==> config.mk <==
export PLATFORM = sky130hd
export DESIGN_NAME = cv32e40p_sleep_ctrl_flat
export DESIGN_NICKNAME = d
export VERILOG_FILES = /design/src/rtl/cv32e40p_pkg.sv /design/src/rtl/cv32e40p_sleep_ctrl_if.sv /design/src/rtl/cv32e40p_clock_gate.sv /design/src/rtl/cv32e40p_sleep_ctrl.sv /design/src/flat_wrapper.sv
export SDC_FILE = /design/constraint.sdc
export NUM_CORES = 1
export LEC_CHECK = 0
export CAP_MARGIN = 20
export CELL_PAD_IN_SITES_DETAIL_PLACEMENT = 1
export CELL_PAD_IN_SITES_GLOBAL_PLACEMENT = 1
export CORE_ASPECT_RATIO = 0.9
export CORE_MARGIN = 1.5
export CORE_UTILIZATION = 37
export CTS_CLUSTER_SIZE = 12
export DETAILED_ROUTE_END_ITERATION = 8
export GPL_TIMING_DRIVEN = 0
export HOLD_SLACK_MARGIN = 0.08
export MAX_ROUTING_LAYER = met4
export PLACE_DENSITY_LB_ADDON = 0.1
export SYNTH_ARGS = -nofsm -noshare
export SYNTH_HDL_FRONTEND = slang
export SYNTH_SLANG_ARGS = --single-unit
==> constraint.sdc <==
create_clock -name clk_ungated_i -period 2.5 [get_ports clk_ungated_i]
set_input_delay 0.5 -clock clk_ungated_i [delete_from_list [all_inputs] [get_ports clk_ungated_i]]
set_output_delay 0.5 -clock clk_ungated_i [all_outputs]
set_load 0.005 [all_outputs]
==> src/rtl/cv32e40p_pkg.sv <==
// -----------------------------------------------------------------------------
// cv32e40p_pkg
// Shared types and default widths for the core sleep controller.
//   sleep_state_e : encoding of the sleep FSM, also exported on sleep_state_o
//   *_DEF         : default parameter values used by the sleep controller
//   max_int       : helper to size a register shared by two counters
// -----------------------------------------------------------------------------
package cv32e40p_pkg;

  localparam int NUM_BUSY_DEF   = 4;   // IF, ctrl, LSU, APU
  localparam int NUM_WAKE_DEF   = 4;   // irq, debug, timer, ext
  localparam int IDLE_CNT_W_DEF = 4;
  localparam int WAKE_DLY_W_DEF = 3;
  localparam int SLP_CNT_W_DEF  = 32;

  typedef enum logic [2:0] {
    OFF       = 3'd0,
    RUN       = 3'd1,
    IDLE_WAIT = 3'd2,
    SLEEP     = 3'd3,
    WAKE      = 3'd4
  } sleep_state_e;

  function automatic int max_int(int a, int b);
    return (a > b) ? a : b;
  endfunction

endpackage

==> src/rtl/cv32e40p_sleep_ctrl_if.sv <==
// -----------------------------------------------------------------------------
// cv32e40p_sleep_ctrl_if
// Core-side sleep handshake: busy/sleep-request/wake inputs towards the sleep
// controller and the sleep status/wake cause coming back.
//   master : core/environment side (drives busy, sleep_req, wake sources)
//   slave  : sleep controller side
// -----------------------------------------------------------------------------
interface cv32e40p_sleep_ctrl_if #(
  parameter int NUM_BUSY = 4,
  parameter int NUM_WAKE = 4
);

  logic [NUM_BUSY-1:0] busy;            // per-unit busy
  logic                sleep_req;       // WFI sleep request
  logic                debug_no_sleep;  // debug forbids sleep
  logic [NUM_WAKE-1:0] wake;            // raw wake sources
  logic [NUM_WAKE-1:0] wake_mask;       // 1 = source enabled
  logic                core_sleep;      // core is asleep
  logic [NUM_WAKE-1:0] wake_cause;      // masked wake vector captured at wake

  modport master (
    output busy, sleep_req, debug_no_sleep, wake, wake_mask,
    input  core_sleep, wake_cause
  );

  modport slave (
    input  busy, sleep_req, debug_no_sleep, wake, wake_mask,
    output core_sleep, wake_cause
  );

endinterface

==> src/rtl/cv32e40p_clock_gate.sv <==
// -----------------------------------------------------------------------------
// cv32e40p_clock_gate
// Latch-based clock gate for simulation/FPGA; replaced by a library ICG cell
// in ASIC flows.
//   clk_i        : free-running clock
//   en_i         : functional enable
//   scan_cg_en_i : test override, forces the gate open
//   clk_o        : gated clock
// -----------------------------------------------------------------------------
module cv32e40p_clock_gate (
  input  logic clk_i,
  input  logic en_i,
  input  logic scan_cg_en_i,
  output logic clk_o
);

  logic clk_en;

  // NOTE: this is the one place a latch is intended: it is transparent while
  // clk_i is low so enable changes can never glitch the high phase of clk_o.
  always_latch begin
    if (!clk_i) begin
      clk_en <= en_i | scan_cg_en_i;
    end
  end

  assign clk_o = clk_i & clk_en;

endmodule

==> src/rtl/cv32e40p_sleep_ctrl.sv <==
// -----------------------------------------------------------------------------
// cv32e40p_sleep_ctrl
// Core sleep controller: sticky fetch enable, idle hysteresis before gating,
// maskable wake with cause capture, wake settle delay, saturating sleep
// counter. Runs on the free-running clock and drives the core clock gate.
//   clk_ungated_i / rst_n : free-running clock, async active-low reset
//   scan_cg_en_i          : force clock gate open for test
//   clk_gated_o           : gated core clock
//   fetch_enable_i/_o     : fetch enable in, sticky fetch enable out
//   bus (slave)           : busy, sleep_req, wake sources/mask, status back
//   idle_thresh_i         : idle cycles before gating (0 = gate at once)
//   wake_dly_i            : settle cycles before clock restore (0 = none)
//   sleep_state_o         : current FSM state
//   slp_cnt_clr_i         : synchronous clear of the sleep counter
//   slp_cnt_o             : saturating count of cycles spent in SLEEP
// -----------------------------------------------------------------------------
module cv32e40p_sleep_ctrl
  import cv32e40p_pkg::*;
#(
  parameter int NUM_BUSY   = NUM_BUSY_DEF,
  parameter int NUM_WAKE   = NUM_WAKE_DEF,
  parameter int IDLE_CNT_W = IDLE_CNT_W_DEF,
  parameter int WAKE_DLY_W = WAKE_DLY_W_DEF,
  parameter int SLP_CNT_W  = SLP_CNT_W_DEF
) (
  input  logic                  clk_ungated_i,
  input  logic                  rst_n,
  input  logic                  scan_cg_en_i,
  output logic                  clk_gated_o,
  input  logic                  fetch_enable_i,
  output logic                  fetch_enable_o,
  cv32e40p_sleep_ctrl_if.slave  bus,
  input  logic [IDLE_CNT_W-1:0] idle_thresh_i,
  input  logic [WAKE_DLY_W-1:0] wake_dly_i,
  output logic [2:0]            sleep_state_o,
  input  logic                  slp_cnt_clr_i,
  output logic [SLP_CNT_W-1:0]  slp_cnt_o
);

  // IDLE_WAIT and WAKE never overlap, so one down-counter serves both.
  localparam int CNT_W = max_int(IDLE_CNT_W, WAKE_DLY_W);

  sleep_state_e        state_q, state_d;
  logic [CNT_W-1:0]    cnt_q, cnt_d;
  logic [NUM_WAKE-1:0] wake_cause_q, wake_cause_d;
  logic [NUM_BUSY-1:0] busy;
  logic [NUM_WAKE-1:0] masked_wake;
  logic [SLP_CNT_W-1:0] slp_cnt_q;
  logic                fetch_enable_q;
  logic                any_busy, any_wake, clock_en;

  assign busy        = bus.busy;
  assign masked_wake = bus.wake & bus.wake_mask;
  assign any_busy    = |busy;
  assign any_wake    = (|masked_wake) || bus.debug_no_sleep;

  // NOTE: every output of this block gets a default first, so no path leaves
  // a signal unassigned and no latch is inferred.
  always_comb begin
    state_d      = state_q;
    cnt_d        = cnt_q;
    wake_cause_d = wake_cause_q;
    case (state_q)
      OFF: begin
        if (fetch_enable_q) state_d = RUN;
      end
      RUN: begin
        if (bus.sleep_req && !any_busy && !any_wake) begin
          if (idle_thresh_i == '0) begin
            state_d = SLEEP;
          end else begin
            state_d = IDLE_WAIT;
            cnt_d   = CNT_W'(idle_thresh_i);
          end
        end
      end
      IDLE_WAIT: begin
        // Abort wins over the final count so a late busy never gets gated.
        if (any_busy || !bus.sleep_req || any_wake) begin
          state_d = RUN;
        end else if (cnt_q == CNT_W'(1)) begin
          state_d = SLEEP;
        end else begin
          cnt_d = cnt_q - CNT_W'(1);
        end
      end
      SLEEP: begin
        if (any_wake) begin
          wake_cause_d = masked_wake;
          if (wake_dly_i == '0) begin
            state_d = RUN;
          end else begin
            state_d = WAKE;
            cnt_d   = CNT_W'(wake_dly_i);
          end
        end
      end
      WAKE: begin
        if (cnt_q == CNT_W'(1)) begin
          state_d = RUN;
        end else begin
          cnt_d = cnt_q - CNT_W'(1);
        end
      end
      default: state_d = OFF;
    endcase
  end

  // NOTE: sequential state uses non-blocking assignments so every flop sees
  // the pre-edge value of every other flop, independent of statement order.
  always_ff @(posedge clk_ungated_i or negedge rst_n) begin
    if (!rst_n) begin
      state_q        <= OFF;
      cnt_q          <= '0;
      wake_cause_q   <= '0;
      fetch_enable_q <= 1'b0;
      slp_cnt_q      <= '0;
    end else begin
      state_q        <= state_d;
      cnt_q          <= cnt_d;
      wake_cause_q   <= wake_cause_d;
      fetch_enable_q <= fetch_enable_i | fetch_enable_q;
      if (slp_cnt_clr_i) begin
        slp_cnt_q <= '0;
      end else if (state_q == SLEEP && !(&slp_cnt_q)) begin
        slp_cnt_q <= slp_cnt_q + SLP_CNT_W'(1);
      end
    end
  end

  // Opening on next_state==RUN lets the first gated edge land on RUN entry.
  assign clock_en = fetch_enable_q &&
                    (state_q == RUN || state_q == IDLE_WAIT || state_d == RUN);

  cv32e40p_clock_gate u_core_clock_gate (
    .clk_i        (clk_ungated_i),
    .en_i         (clock_en),
    .scan_cg_en_i (scan_cg_en_i),
    .clk_o        (clk_gated_o)
  );

  assign fetch_enable_o = fetch_enable_q;
  assign sleep_state_o  = state_q;
  assign slp_cnt_o      = slp_cnt_q;
  assign bus.core_sleep = (state_q == SLEEP);
  assign bus.wake_cause = wake_cause_q;

endmodule
==> src/flat_wrapper.sv <==
// flat-port wrapper written by rule: the top's interface ports become plain ports
module cv32e40p_sleep_ctrl_flat import cv32e40p_pkg::*;
#(
  parameter int NUM_BUSY   = NUM_BUSY_DEF,
  parameter int NUM_WAKE   = NUM_WAKE_DEF,
  parameter int IDLE_CNT_W = IDLE_CNT_W_DEF,
  parameter int WAKE_DLY_W = WAKE_DLY_W_DEF,
  parameter int SLP_CNT_W  = SLP_CNT_W_DEF
)
  (clk_ungated_i, rst_n, scan_cg_en_i, clk_gated_o, fetch_enable_i, fetch_enable_o, idle_thresh_i, wake_dly_i, sleep_state_o, slp_cnt_clr_i, slp_cnt_o, bus_busy, bus_sleep_req, bus_debug_no_sleep, bus_wake, bus_wake_mask, bus_core_sleep, bus_wake_cause);
  cv32e40p_sleep_ctrl_if #(.NUM_BUSY(NUM_BUSY), .NUM_WAKE(NUM_WAKE)) bus_i ();
  input  logic clk_ungated_i;
  input  logic rst_n;
  input  logic scan_cg_en_i;
  output logic clk_gated_o;
  input  logic fetch_enable_i;
  output logic fetch_enable_o;
  input  logic [IDLE_CNT_W-1:0] idle_thresh_i;
  input  logic [WAKE_DLY_W-1:0] wake_dly_i;
  output logic [2:0] sleep_state_o;
  input  logic slp_cnt_clr_i;
  output logic [SLP_CNT_W-1:0] slp_cnt_o;
  input wire logic [$bits(bus_i.busy)-1:0] bus_busy;
  input wire logic [$bits(bus_i.sleep_req)-1:0] bus_sleep_req;
  input wire logic [$bits(bus_i.debug_no_sleep)-1:0] bus_debug_no_sleep;
  input wire logic [$bits(bus_i.wake)-1:0] bus_wake;
  input wire logic [$bits(bus_i.wake_mask)-1:0] bus_wake_mask;
  output wire logic [$bits(bus_i.core_sleep)-1:0] bus_core_sleep;
  output wire logic [$bits(bus_i.wake_cause)-1:0] bus_wake_cause;
  assign bus_i.busy = bus_busy;
  assign bus_i.sleep_req = bus_sleep_req;
  assign bus_i.debug_no_sleep = bus_debug_no_sleep;
  assign bus_i.wake = bus_wake;
  assign bus_i.wake_mask = bus_wake_mask;
  assign bus_core_sleep = bus_i.core_sleep;
  assign bus_wake_cause = bus_i.wake_cause;
  cv32e40p_sleep_ctrl #(.NUM_BUSY(NUM_BUSY), .NUM_WAKE(NUM_WAKE), .IDLE_CNT_W(IDLE_CNT_W), .WAKE_DLY_W(WAKE_DLY_W), .SLP_CNT_W(SLP_CNT_W)) u_core (.clk_ungated_i(clk_ungated_i), .rst_n(rst_n), .scan_cg_en_i(scan_cg_en_i), .clk_gated_o(clk_gated_o), .fetch_enable_i(fetch_enable_i), .fetch_enable_o(fetch_enable_o), .bus(bus_i), .idle_thresh_i(idle_thresh_i), .wake_dly_i(wake_dly_i), .sleep_state_o(sleep_state_o), .slp_cnt_clr_i(slp_cnt_clr_i), .slp_cnt_o(slp_cnt_o));
endmodule
==> flow_summary.json <==
{
  "outcome": "complete, but fails checks",
  "failed_checks": "negative setup slack",
  "timing.critical_path.arrival_ns": 2.64,
  "number_of_instances_in_the_placed_design": 446,
  "place_hpwl_um": 5545,
  "initial_utilization": 0.3836,
  "cell_count_after_synthesis": 285,
  "seq_cells_post_synth": 45,
  "grt_remaining_overflow": 0,
  "cellLeakagePower_nw": 1.510,
  "grt_first_pass_wirelength_um": 12990,
  "die_w_um": 93.28,
  "clkSlewWorstSetupHoldPaths_ns": 0.09,
  "path_max_fanout": 1,
  "synth.net_count": 314,
  "synth-edff-count": 0,
  "final-setup-viol-count": 2,
  "post-route-drc-count": 0,
  "vias_in_the_first_global_route": 2707,
  "dieHeight_um": 84.25,
  "vias_per_cell": 5.717,
  "totalWireLength_um": 7882,
  "layout_commonest_cell": "clkdlybuf4s50_1",
  "area_growth_syn_to_layout_pct": 42.28,
  "tightest_slew_ns": 0.6919,
  "synth_async_sr_flop_share": 0.9778,
  "finalNonFillerCells": 466,
  "detail_route.wl_per_cell_um": 16.91,
  "top_library_cells_by_usage_in_the_layout_fill_and_taps_aside": "clkdlybuf4s50_1, dfrtp_1, a21oi_1",
  "fillers": 797,
  "maxSlewViolCount": 0,
  "power_density_nw_per_um2": 507.3,
  "pin_count_of_the_biggest_net_entering_global_routing": 33,
  "timing.critical_path.cells": "dlxtn_2 -> and2_4 -> buf_6",
  "synth_top_flop_cell": "dfrtp_1",
  "dr.first_iter.drc_count": 68,
  "cap_violations": 0,
  "critical_path_class": "latch to primary output",
  "boundaryPins": 68,
  "synthesis_warning_total": 0,
  "min-delay-path-class": "input port to flip-flop",
  "critPathTopFamily": "latches",
  "yosysUniqueCellTypes": 63,
  "critical_path.max_stage_delay_ns": 0.37,
  "design_area_um2": 3861,
  "final_net_count": 401,
  "rows": 29,
  "unrepaired_setup_endpoints_after_global_routing": "true",
  "dpl_cell_area_um2": 3521,
  "clk-insertion-delay-late_ns": 0.41,
  "crit_path_top_delay_cell": "dlxtn_2",
  "dr_total_vias": 2664,
  "placeableCoreArea_um2": 7076,
  "antennaDiodeCount": 0,
  "critPathBufInv": 1,
  "peakVddDrop_mv": 0.5271,
  "timing.slew.headroom": 0.5387,
  "final_layout_size_suffix_gt1_frac": 0.2252,
  "dr.pass1.iters": 4,
  "finalClockSkew_ns": 0.01243,
  "ant_nets": 0,
  "critical_path_endpoint_category": "primary output",
  "cp.required_ns": 2.00,
  "port-buffer-count": 67,
  "synth_cell_area_um2": 2714,
  "last_weighted_congestion_value_of_the_routability_driven_placer": 0.8462,
  "fp.dieArea_um2": 7858,
  "post_synth.cell_area_avg_um2": 9.522,
  "cts_tree": "yes",
  "utilization_of_the_core_after_routing": 0.5457,
  "design_power_total_mw": 1.959,
  "setup.worst_path.start_class": "latch",
  "antenna_found_initial": 0,
  "track_usage": 0.2118,
  "finalHoldViolations": 0,
  "setup_ws_ns": -0.6373
}
## what timing repair did
item                                    CTS  global route
endpoints found under the setup margin    3             6
gates resized for setup                  32            22
hold buffers                              1             0
hold endpoints to repair                 12             0
buffers inserted                          5             3
pin swaps                                 8             9
## logic make-up after synthesis
family | after synthesis | share of synthesized area
and+or+nand+nor | 121 | 0.2882
xor gates and xnor gates | 5 | 0.01614
adders and majority gates | 3 | 0.01383
buffers and inverters | 23 | 0.04333
DFF | 44 | 0.4057
latches | 1 | 0.005531
muxes | 3 | 0.01291
AOI/OAI and AO/OA | 85 | 0.2144
## layout make-up
class	instances	area [um^2]	share of cell area
multi-input cells	217	1590	0.4119
clock buffers	10	135.1	0.03500
clock inverters	2	13.76	0.003564
well taps	93	116.4	0.03014
flip-flops and latches	45	1117	0.2894
plain buffers	11	91.34	0.02366
inverters	12	50.05	0.01296
repair buffers	76	747.0	0.1935
## per-layer routing
| metal | wire length, um | global-route usage | share of wire |
|---|---|---|---|
| met1 | 3441 | 0.2504 | 0.44 |
| met2 | 4084 | 0.3636 | 0.52 |
| met5 | 0 | - | 0 |
| met3 | 264 | 0.03533 | 0.033 |
| met4 | 91 | 0.06887 | 0.012 |
## synthesized netlist by cell type (2+ instances only)
library cell	n	area (um^2)
or3b_2	2	17.52
a32o_1	3	30.03
o21ai_1	3	15.01
and3_1	3	18.77
or4_2	2	17.52
a221oi_1	3	26.28
a211oi_1	3	22.52
nand2b_1	2	12.51
mux2i_1	2	20.02
xnor2_1	5	43.79
nor2_1	13	48.80
nor3b_1	2	15.01
a21oi_1	23	115.1
o41ai_1	2	17.52
or2_2	4	25.02
and2_1	5	31.28
nand4_1	6	37.54
buf_2	3	15.01
o21ai_2	3	26.28
nand2_1	17	63.81
or3_1	14	87.58
nor4_1	2	12.51
ha_1	3	37.54
o211a_1	2	20.02
inv_1	12	45.04
a21oi_2	10	87.58
or4_1	6	45.04
or3_2	6	45.04
dfrtp_1	44	1101
nor4_4	2	42.54
nand3_1	15	75.07
and4_1	2	17.52
a31oi_1	3	18.77
nor3_1	5	25.02
o21ai_0	14	70.07
o31ai_1	9	67.56
clkbuf_1	4	15.01
## registers in the layout, indices dropped and copies added (netlist names)
signal                           count
u_core.slp_cnt_o                    32
u_core.sleep_state_o                 3
u_core.cnt_q                         4
u_core.fetch_enable_o                1
u_core.bus.wake_cause                4
u_core.u_core_clock_gate.clk_en      1
## path summary, 6_finish.rpt
kind                                                 start                               to  slack, ns  cells past startpoint
max                        u_core.u_core_clock_gate.clk_en                      clk_gated_o      -0.64                      3
min                                            bus_wake[0]         u_core.bus.wake_cause[0]       0.47                      2
max reg2reg                                u_core.cnt_q[1]  u_core.u_core_clock_gate.clk_en          0                      7
min reg2reg                       u_core.bus.wake_cause[2]         u_core.bus.wake_cause[2]       0.50                      1
max in group asynchronous                            rst_n                  u_core.cnt_q[0]       1.49                      3
min in group asynchronous                            rst_n             u_core.slp_cnt_o[16]       0.52                      2
## worst register-to-register path: stages (launching register included)
cell	delay, ns
dfrtp_1	0.39
inv_2	0.08
ha_4	0.11
or3b_4	0.39
nor3_4	0.15
a211oi_2	0.05
and3_4	0.20
o41ai_2	0.27
## through the flow
stage	setup slack (ns)	setup TNS (ns)	hold slack [ns]
after floorplan	-0.1810	-0.1810	0.2044
after global placement	-1.285	-21.36	0.4642
after detailed placement	-1.285	-2.825	0.4315
after CTS	-0.7480	-0.7480	0.4748
after global routing	-0.7345	-0.7345	0.4697
final	-0.6373	-0.6373	0.4746
## report_power, final
part	internal (mW)	switching [mW]
clock network	0.378	0.308
registers	0.768	0.0376
logic	0.243	0.225
No activity file was read; power rests on OpenSTA's default activity.
